`src/rtl/dcm_rst_seq_pkg.sv`:
```
// Shared definitions for the DCM reset/lock sequencer.
//   - seq_state_t : sequencer state encodings (also exported on seq_state)
//   - RETRY_W     : width of the saturating retry counter
//   - RETRY_MAX   : saturation value of the retry counter
//   - max4()      : helper for sizing the shared cycle counter
package dcm_rst_seq_pkg;

   localparam int RETRY_W = 4;
   localparam logic [RETRY_W-1:0] RETRY_MAX = '1;

   typedef enum logic [2:0] {
      ST_HOLD1  = 3'd0,
      ST_WAIT1  = 3'd1,
      ST_SETTLE = 3'd2,
      ST_WAIT2  = 3'd3,
      ST_POST   = 3'd4,
      ST_RUN    = 3'd5
   } seq_state_t;

   function automatic int max4(input int a, input int b, input int c, input int d);
      int m;
      m = a;
      if (b > m) m = b;
      if (c > m) m = c;
      if (d > m) m = d;
      return m;
   endfunction

endpackage

```
`src/rtl/sync_bit.sv`:
```
// Single-bit multi-flop synchronizer with asynchronous reset.
// Ports:
//   clk - destination clock
//   rst - asynchronous, active-high reset; loads every flop with RST_VAL
//   d   - asynchronous input bit
//   q   - synchronized output (last flop of the chain)
module sync_bit #(
   parameter int   STAGES  = 2,
   parameter logic RST_VAL = 1'b0
) (
   input  logic clk,
   input  logic rst,
   input  logic d,
   output logic q
);

   logic [STAGES-1:0] chain;

   // Shift the input through the chain; only the last flop is used downstream.
   always_ff @(posedge clk or posedge rst) begin
      if (rst) begin
         chain <= {STAGES{RST_VAL}};
      end else begin
         chain <= {chain[STAGES-2:0], d};
      end
   end

   assign q = chain[STAGES-1];

endmodule

```
`src/rtl/dcm_rst_seq.sv`:
```
// Reset/lock sequencer for a cascaded pair of DCMs running on the free-running
// reference clock. Holds the first DCM in reset, waits for it to lock and
// settle, then releases the second DCM, waits for both to be locked for a
// while, and finally releases the active-low system reset. Any loss of a
// qualified lock restarts the sequence; lock timeouts retry.
// Ports:
//   clk          - free-running reference clock
//   rst          - asynchronous, active-high reset
//   stage1_ready - first DCM locked (asynchronous to clk)
//   stage2_ready - second DCM locked (asynchronous to clk)
//   stage1_rst   - active-high reset to the first DCM
//   stage2_rst   - active-high reset to the second DCM
//   sys_rst_b    - active-low reset to the rest of the design
//   lock_lost    - sticky flag, set when a qualified lock drops
//   retry_cnt    - saturating count of lock timeouts
//   seq_state    - current state encoding for debug
module dcm_rst_seq
   import dcm_rst_seq_pkg::*;
#(
   parameter int RST_HOLD    = 4,
   parameter int SETTLE      = 15,
   parameter int POST_LOCK   = 8,
   parameter int TIMEOUT     = 1000,
   parameter int SYNC_STAGES = 2
) (
   input  logic               clk,
   input  logic               rst,
   input  logic               stage1_ready,
   input  logic               stage2_ready,
   output logic               stage1_rst,
   output logic               stage2_rst,
   output logic               sys_rst_b,
   output logic               lock_lost,
   output logic [RETRY_W-1:0] retry_cnt,
   output logic [2:0]         seq_state
);

   localparam int CNT_W = $clog2(max4(RST_HOLD, SETTLE, POST_LOCK, TIMEOUT)) + 1;

   localparam logic [CNT_W-1:0] HOLD_TC    = CNT_W'(RST_HOLD - 1);
   localparam logic [CNT_W-1:0] SETTLE_TC  = CNT_W'(SETTLE - 1);
   localparam logic [CNT_W-1:0] POST_TC    = CNT_W'(POST_LOCK - 1);
   localparam logic [CNT_W-1:0] TIMEOUT_TC = CNT_W'(TIMEOUT - 1);

   logic             s1;
   logic             s2;
   logic             rel_hold;
   seq_state_t       state;
   seq_state_t       nxt;
   logic [CNT_W-1:0] counter;
   logic             loss_evt;
   logic             tmo_evt;

   sync_bit #(.STAGES(SYNC_STAGES), .RST_VAL(1'b0)) u_sync_s1 (
      .clk (clk),
      .rst (rst),
      .d   (stage1_ready),
      .q   (s1)
   );

   sync_bit #(.STAGES(SYNC_STAGES), .RST_VAL(1'b0)) u_sync_s2 (
      .clk (clk),
      .rst (rst),
      .d   (stage2_ready),
      .q   (s2)
   );

   // Reset release: stays high for SYNC_STAGES edges after rst falls so the
   // FSM never moves on the edge that races the reset deassertion.
   sync_bit #(.STAGES(SYNC_STAGES), .RST_VAL(1'b1)) u_sync_rel (
      .clk (clk),
      .rst (rst),
      .d   (1'b0),
      .q   (rel_hold)
   );

   // Next-state decode. Inside each state, lock loss is checked first, then
   // completion, then timeout, so a drop coinciding with terminal count is
   // treated as lock loss and never bumps the retry counter. s2 is only
   // looked at once stage2 has actually been released from reset.
   always_comb begin
      nxt      = state;
      loss_evt = 1'b0;
      tmo_evt  = 1'b0;
      if (rel_hold) begin
         nxt = ST_HOLD1;
      end else begin
         case (state)
            ST_HOLD1: begin
               if (counter == HOLD_TC) nxt = ST_WAIT1;
            end
            ST_WAIT1: begin
               if (s1) begin
                  nxt = ST_SETTLE;
               end else if (counter == TIMEOUT_TC) begin
                  nxt     = ST_HOLD1;
                  tmo_evt = 1'b1;
               end
            end
            ST_SETTLE: begin
               if (!s1) begin
                  nxt      = ST_HOLD1;
                  loss_evt = 1'b1;
               end else if (counter == SETTLE_TC) begin
                  nxt = ST_WAIT2;
               end
            end
            ST_WAIT2: begin
               if (!s1) begin
                  nxt      = ST_HOLD1;
                  loss_evt = 1'b1;
               end else if (s2) begin
                  nxt = ST_POST;
               end else if (counter == TIMEOUT_TC) begin
                  nxt     = ST_HOLD1;
                  tmo_evt = 1'b1;
               end
            end
            ST_POST: begin
               if (!s1 || !s2) begin
                  nxt      = ST_HOLD1;
                  loss_evt = 1'b1;
               end else if (counter == POST_TC) begin
                  nxt = ST_RUN;
               end
            end
            ST_RUN: begin
               if (!s1 || !s2) begin
                  nxt      = ST_HOLD1;
                  loss_evt = 1'b1;
               end
            end
            default: nxt = ST_HOLD1;
         endcase
      end
   end

   // State, counter and registered outputs. Outputs are decoded from the
   // next state so they switch on the same edge as the state itself; the
   // counter restarts on every state change and saturates rather than wraps
   // while idling in RUN.
   always_ff @(posedge clk or posedge rst) begin
      if (rst) begin
         state      <= ST_HOLD1;
         counter    <= '0;
         stage1_rst <= 1'b1;
         stage2_rst <= 1'b1;
         sys_rst_b  <= 1'b0;
         lock_lost  <= 1'b0;
         retry_cnt  <= '0;
      end else begin
         state <= nxt;
         if (rel_hold || (nxt != state)) begin
            counter <= '0;
         end else if (counter != {CNT_W{1'b1}}) begin
            counter <= counter + CNT_W'(1);
         end
         stage1_rst <= (nxt == ST_HOLD1);
         stage2_rst <= (nxt == ST_HOLD1) || (nxt == ST_WAIT1) || (nxt == ST_SETTLE);
         sys_rst_b  <= (nxt == ST_RUN);
         if (loss_evt) lock_lost <= 1'b1;
         if (tmo_evt && (retry_cnt != RETRY_MAX)) retry_cnt <= retry_cnt + RETRY_W'(1);
      end
   end

   assign seq_state = state;

endmodule

```
`config.mk`:
```
export PLATFORM = sky130hd
export DESIGN_NAME = dcm_rst_seq
export DESIGN_NICKNAME = d
export VERILOG_FILES = /design/src/rtl/dcm_rst_seq_pkg.sv /design/src/rtl/sync_bit.sv /design/src/rtl/dcm_rst_seq.sv
export SDC_FILE = /design/constraint.sdc
export NUM_CORES = 1
export LEC_CHECK = 0
export ABC_AREA = 1
export CORE_ASPECT_RATIO = 1.1
export CORE_UTILIZATION = 30
export DETAILED_ROUTE_END_ITERATION = 10
export GPL_ROUTABILITY_DRIVEN = 0
export PLACE_DENSITY = 0.52
export SLEW_MARGIN = 20
export SYNTH_ARGS = -nofsm -noshare
export SYNTH_HDL_FRONTEND = slang
export SYNTH_SLANG_ARGS = --single-unit
```
`constraint.sdc`:
```
create_clock -name clk -period 2.35 [get_ports clk]
set_input_delay 0.3525 -clock clk [delete_from_list [all_inputs] [get_ports clk]]
set_output_delay 0.3525 -clock clk [all_outputs]
set_load 0.01 [all_outputs]
```
==> flow_summary.html, run 1 <==
<table>
<tr><th>Metric</th><th>Value</th></tr>
<tr><th colspan="2">Run status</th></tr>
<tr><td>Run status</td><td>finished, final reports clean</td></tr>
<tr><th colspan="2">Final layout</th></tr>
<tr><td>Fraction of layout instances using a drive strength above 1</td><td>20.1%</td></tr>
<tr><td>Relative area change from synthesis to final layout</td><td>18.1%</td></tr>
<tr><td>Final Core Density</td><td>between 30% and 40%</td></tr>
<tr><td>ANT cells</td><td>0</td></tr>
<tr><td>Final net count</td><td>215</td></tr>
<tr><td>Post-route standard cell area excluding fillers</td><td>1820 sq um</td></tr>
<tr><th colspan="2">Global routing</th></tr>
<tr><td>Wire length of the first global-routing pass</td><td>5220 microns</td></tr>
<tr><td>Largest net degree at the start of global routing</td><td>29</td></tr>
<tr><td>Initial antenna violation count</td><td>0</td></tr>
<tr><td>GRT Resource Usage Total</td><td>about an eighth</td></tr>
<tr><td>Total grt overflow</td><td>0</td></tr>
<tr><td>Via count of the first global-routing pass</td><td>1145</td></tr>
<tr><th colspan="2">Timing</th></tr>
<tr><td>Timing-limited maximum frequency</td><td>486 MHz</td></tr>
<tr><td>Number of pins exceeding their max-slew limit in the final report</td><td>0</td></tr>
<tr><td>Setup repair after global routing missed its margin</td><td>false</td></tr>
<tr><td>Post-Route Setup TNS</td><td>0 ps</td></tr>
<tr><td>Final worst slack</td><td>293 ps</td></tr>
<tr><td>Largest clock skew in the final design</td><td>approximately 5.0 ps</td></tr>
<tr><td>Final cycle utilization of the critical path</td><td>87.5%</td></tr>
<tr><td>Hold WS</td><td>between 300 and 400 ps</td></tr>
<tr><td>Final Hold Viols</td><td>0</td></tr>
<tr><td>Crit path time final</td><td>2060 ps</td></tr>
<tr><td>Number of endpoints failing setup at the final stage</td><td>0</td></tr>
<tr><th colspan="2">Setup path</th></tr>
<tr><td>Setup slack on the worst flop-to-flop path</td><td>290 ps</td></tr>
<tr><td>Cell at the slowest stage of the critical path</td><td>sky130_fd_sc_hd__dfrtp_1</td></tr>
<tr><td>Cell-by-cell trace of the critical path</td><td>ha_1 &gt; nor2_2 &gt; inv_1 &gt; nor2_1 &gt; nand2_1 &gt; nand2_1 &gt; nand2_1 &gt; nor2_2 &gt; nand3_2 &gt; nor2_1</td></tr>
<tr><td>Largest fanout on the critical path</td><td>11</td></tr>
<tr><td>Kind of capture point of the worst setup path</td><td>flop</td></tr>
<tr><td>CP arrival</td><td>2260 ps</td></tr>
<tr><td>Data required, critical path</td><td>2550 ps</td></tr>
<tr><td>Largest delay share family, worst path</td><td>simple AND/OR/NAND/NOR gates</td></tr>
<tr><td>Capture point of the worst reg-to-reg path</td><td>counter[8]</td></tr>
<tr><td>Largest stage delay on the critical path</td><td>500 ps</td></tr>
<tr><td>Kind of start point of the critical path</td><td>flop</td></tr>
<tr><td>Cell count of the worst reg-to-reg path</td><td>10</td></tr>
<tr><td>Crit path buffers/inverters</td><td>1</td></tr>
<tr><td>Critical register-to-register path startpoint</td><td>seq_state[1]</td></tr>
<tr><td>Critical Setup Path Class</td><td>reg -&gt; reg</td></tr>
<tr><td>Most prevalent standard cell on the critical path</td><td>sky130_fd_sc_hd__nand2_1</td></tr>
<tr><th colspan="2">Synth</th></tr>
<tr><td>Xor/xnor share of the synthesized area</td><td>between 4 and 5%</td></tr>
<tr><td>Post-synthesis sequential area ratio</td><td>about 46%</td></tr>
<tr><td>Dominant combinational cell family by area after synthesis</td><td>simple AND/OR/NAND/NOR gates</td></tr>
<tr><td>Net count of the mapped netlist</td><td>196</td></tr>
<tr><td>Synth warnings</td><td>0</td></tr>
<tr><td>Compound-cell area share of the yosys netlist</td><td>4.23%</td></tr>
<tr><td>Syn Std Cell Area</td><td>1540 sq um</td></tr>
<tr><td>Number of storage elements in the synthesis netlist</td><td>28</td></tr>
<tr><td>Area share of and/or/nand/nor cells after synthesis</td><td>31.2%</td></tr>
<tr><td>Post-synth cell types</td><td>22</td></tr>
<tr><td>Gate Count Post-Synth</td><td>between 150 and 200</td></tr>
<tr><td>Area share of fa/ha/maj cells after synthesis</td><td>4.88%</td></tr>
<tr><td>Mapped Avg Cell Area</td><td>8.27 sq um</td></tr>
<tr><td>Fraction of synthesized area in multiplexers</td><td>0%</td></tr>
<tr><th colspan="2">Hold path</th></tr>
<tr><td>Tightest Hold Check Type</td><td>reg -&gt; reg</td></tr>
<tr><td>Hold_sp</td><td>u_sync_rel.chain[0]</td></tr>
<tr><td>Worst hold path endpoint</td><td>u_sync_rel.chain[1]</td></tr>
<tr><td>Cell depth of the worst min-delay path</td><td>0</td></tr>
<tr><th colspan="2">Clock network</th></tr>
<tr><td>Post-CTS Setup Bufs</td><td>0</td></tr>
<tr><td>Number of buffers added to fix hold violations after cts</td><td>0</td></tr>
<tr><td>H-Tree Level Count</td><td>1</td></tr>
<tr><td>TritonCTS clock tree</td><td>yes</td></tr>
<tr><td>CTS root buffer</td><td>sky130_fd_sc_hd__clkbuf_8</td></tr>
<tr><td>Clock-pin slew on the worst setup and hold paths</td><td>100 ps</td></tr>
<tr><td>Clock sinks</td><td>28</td></tr>
<tr><td>Maximum number of buffers from clock root to sink</td><td>2</td></tr>
<tr><td>Clock buffers created by TritonCTS</td><td>3</td></tr>
<tr><td>Cells resized by post-CTS repair</td><td>0</td></tr>
<tr><td>Latest clock arrival within the worst-skew pair</td><td>roughly 280 ps</td></tr>
<tr><th colspan="2">Die</th></tr>
<tr><td>Vertical die dimension</td><td>77.1 microns</td></tr>
<tr><td>Die Outline Area</td><td>5420 sq um</td></tr>
<tr><td>Die extent in x</td><td>between 70 and 80 microns</td></tr>
<tr><td>Total number of placement rows</td><td>26</td></tr>
<tr><td>Effective utilization at floorplan</td><td>around a third</td></tr>
<tr><td>Core Region</td><td>roughly 4800 sq um</td></tr>
<tr><td>Ports</td><td>15</td></tr>
<tr><th colspan="2">Place</th></tr>
<tr><td>HPWL after detailed placement</td><td>2060 microns</td></tr>
<tr><td>Port Buffers</td><td>14</td></tr>
<tr><td>Placed inst area</td><td>1740 sq um</td></tr>
<tr><td>Worst setup slack before clock tree synthesis</td><td>around 300 ps</td></tr>
<tr><th colspan="2">Routing</th></tr>
<tr><td>Drt first-iter violations</td><td>30</td></tr>
<tr><td>Residual DRC count</td><td>0</td></tr>
<tr><td>Via density per instance</td><td>4.47</td></tr>
<tr><td>Sum of routed wire length over all layers</td><td>2830 microns</td></tr>
<tr><td>Via total after detailed routing</td><td>about 1.2k</td></tr>
<tr><td>Post-DR wirelength/cell</td><td>10.9 microns</td></tr>
<tr><td>Number of nets with antenna violations after routing</td><td>0</td></tr>
<tr><td>Pre-Repair DR Iteration Count</td><td>4</td></tr>
<tr><th colspan="2">Power</th></tr>
<tr><td>Internal portion of total power</td><td>824 uW</td></tr>
<tr><td>Portion of total power attributed to the clock network</td><td>33.9%</td></tr>
<tr><td>Combinational share of power</td><td>17.7%</td></tr>
<tr><td>Net Switching</td><td>319 uW</td></tr>
<tr><td>Max VDD drop</td><td>0.000240 V</td></tr>
<tr><td>Pwr dens</td><td>~630 nW/um^2</td></tr>
<tr><td>Proportion of total power due to net switching</td><td>27.9%</td></tr>
<tr><td>Fraction of power consumed by sequential logic</td><td>48.4%</td></tr>
<tr><td>Standby leakage power</td><td>0.882 nW</td></tr>
<tr><th colspan="2">Flow run</th></tr>
<tr><td>Max capacitance violation total</td><td>0</td></tr>
</table>
[power groups by stage]
stage	Sequential [mW]	Combinational [mW]	Clock (mW)
after global routing	0.559	0.238	0.418
after detailed placement	0.564	0.205	0
final	0.553	0.202	0.388
after CTS	0.554	0.206	0.403
after global placement	0.562	0.205	0
after floorplan	0.559	0.155	0
[worst max-delay path by stage]
stage,start,to,slack (ps),cells past startpoint
4_1_cts,seq_state[1],counter[8],270,10
6_report,seq_state[1],counter[8],290,10
3_3_place_gp,seq_state[1],counter[8],380,10
5_1_grt,seq_state[1],counter[0],150,10
3_5_place_dp,seq_state[1],counter[7],300,10
2_1_floorplan,seq_state[1],counter[5],620,11
[flip-flops by register name, summed over array words and instances, names as in the netlist]
register	cells
counter	11
stage1_rst	1
u_sync_rel.chain	2
sys_rst_b	1
stage2_rst	1
retry_cnt	4
lock_lost	1
seq_state	3
u_sync_s2.chain	2
u_sync_s1.chain	2
[stage by stage]
step,std cells,power (mW)
5_1_grt,260,1.21
3_3_place_gp,256,0.768
3_5_place_dp,256,0.769
2_1_floorplan,186,0.714
6_report,260,1.14
4_1_cts,260,1.16
[routing by layer]
layer  GRT usage [%]  vias to the layer above  share of wire, %
met4            4.20                        0               1.1
met1            16.7                      544                51
met2            18.4                       12                46
met3            1.97                        2               1.6
li1                -                      605                 -
met5               0                        -                 0
[cells by family after synthesis]
kind of cell,Yosys count
adder cells (fa/ha/maj),6
AND/OR/NAND/NOR,96
flip-flops,28
other,1
buffers and inverters,35
XOR/XNOR,8
AO/OA/AOI/OAI,12
[placed cells by master (no fill, tap or decap)]
cell / n
sky130_fd_sc_hd__o21ai_0: 7
sky130_fd_sc_hd__nor2_2: 16
sky130_fd_sc_hd__nand3_1: 11
sky130_fd_sc_hd__o211ai_1: 1
sky130_fd_sc_hd__inv_2: 4
sky130_fd_sc_hd__nor2_1: 15
sky130_fd_sc_hd__clkbuf_8: 3
sky130_fd_sc_hd__conb_1: 1
sky130_fd_sc_hd__ha_1: 6
sky130_fd_sc_hd__xor2_1: 8
sky130_fd_sc_hd__clkdlybuf4s50_1: 14
sky130_fd_sc_hd__inv_1: 30
sky130_fd_sc_hd__bufinv_16: 1
sky130_fd_sc_hd__nand3b_1: 1
sky130_fd_sc_hd__nand2_1: 34
sky130_fd_sc_hd__nand2_2: 7
sky130_fd_sc_hd__nand3_2: 4
sky130_fd_sc_hd__a21oi_1: 3
sky130_fd_sc_hd__nor3_1: 4
sky130_fd_sc_hd__dfrtp_1: 24
sky130_fd_sc_hd__buf_4: 1
sky130_fd_sc_hd__nand4_1: 3
sky130_fd_sc_hd__a21o_1: 1
sky130_fd_sc_hd__nor3_2: 1
sky130_fd_sc_hd__dfstp_2: 4
[cell usage after synthesis, drive strengths merged]
library cell | instances | share of area, %
inv | 34 | 8.3
nand2 | 41 | 11
a21oi | 3 | 0.98
nand3 | 15 | 6.2
nor3 | 5 | 2.0
nand3b | 1 | 0.49
xor2 | 8 | 4.6
conb | 1 | 0.24
o211ai | 1 | 0.49
dfstp | 4 | 6.8
o21ai | 7 | 2.3
ha | 6 | 4.9
buf | 1 | 0.73
nor2 | 31 | 10
nand4 | 3 | 1.2
a21o | 1 | 0.49
dfrtp | 24 | 39
[final cells by class]
cell class / instances / area [sq um]
Multi-Input combinational cell: 123 / 693
Timing Repair Buffer: 15 / 148
Clock buffer: 3 / 41.3
Fill cell: 487 / 2970
Inverter: 34 / 128
Clock inverter: 1 / 30.0
Tap cell: 56 / 70.1
Sequential cell: 28 / 706
Power figures use the tool's default switching activity.
==> inputs of run 2 (changes only) <==
SKIP_CTS_REPAIR_TIMING = 1   (was unset)
==> results of run 2 <==
The final DEF is identical to that of run 1; final timing and power are the same.
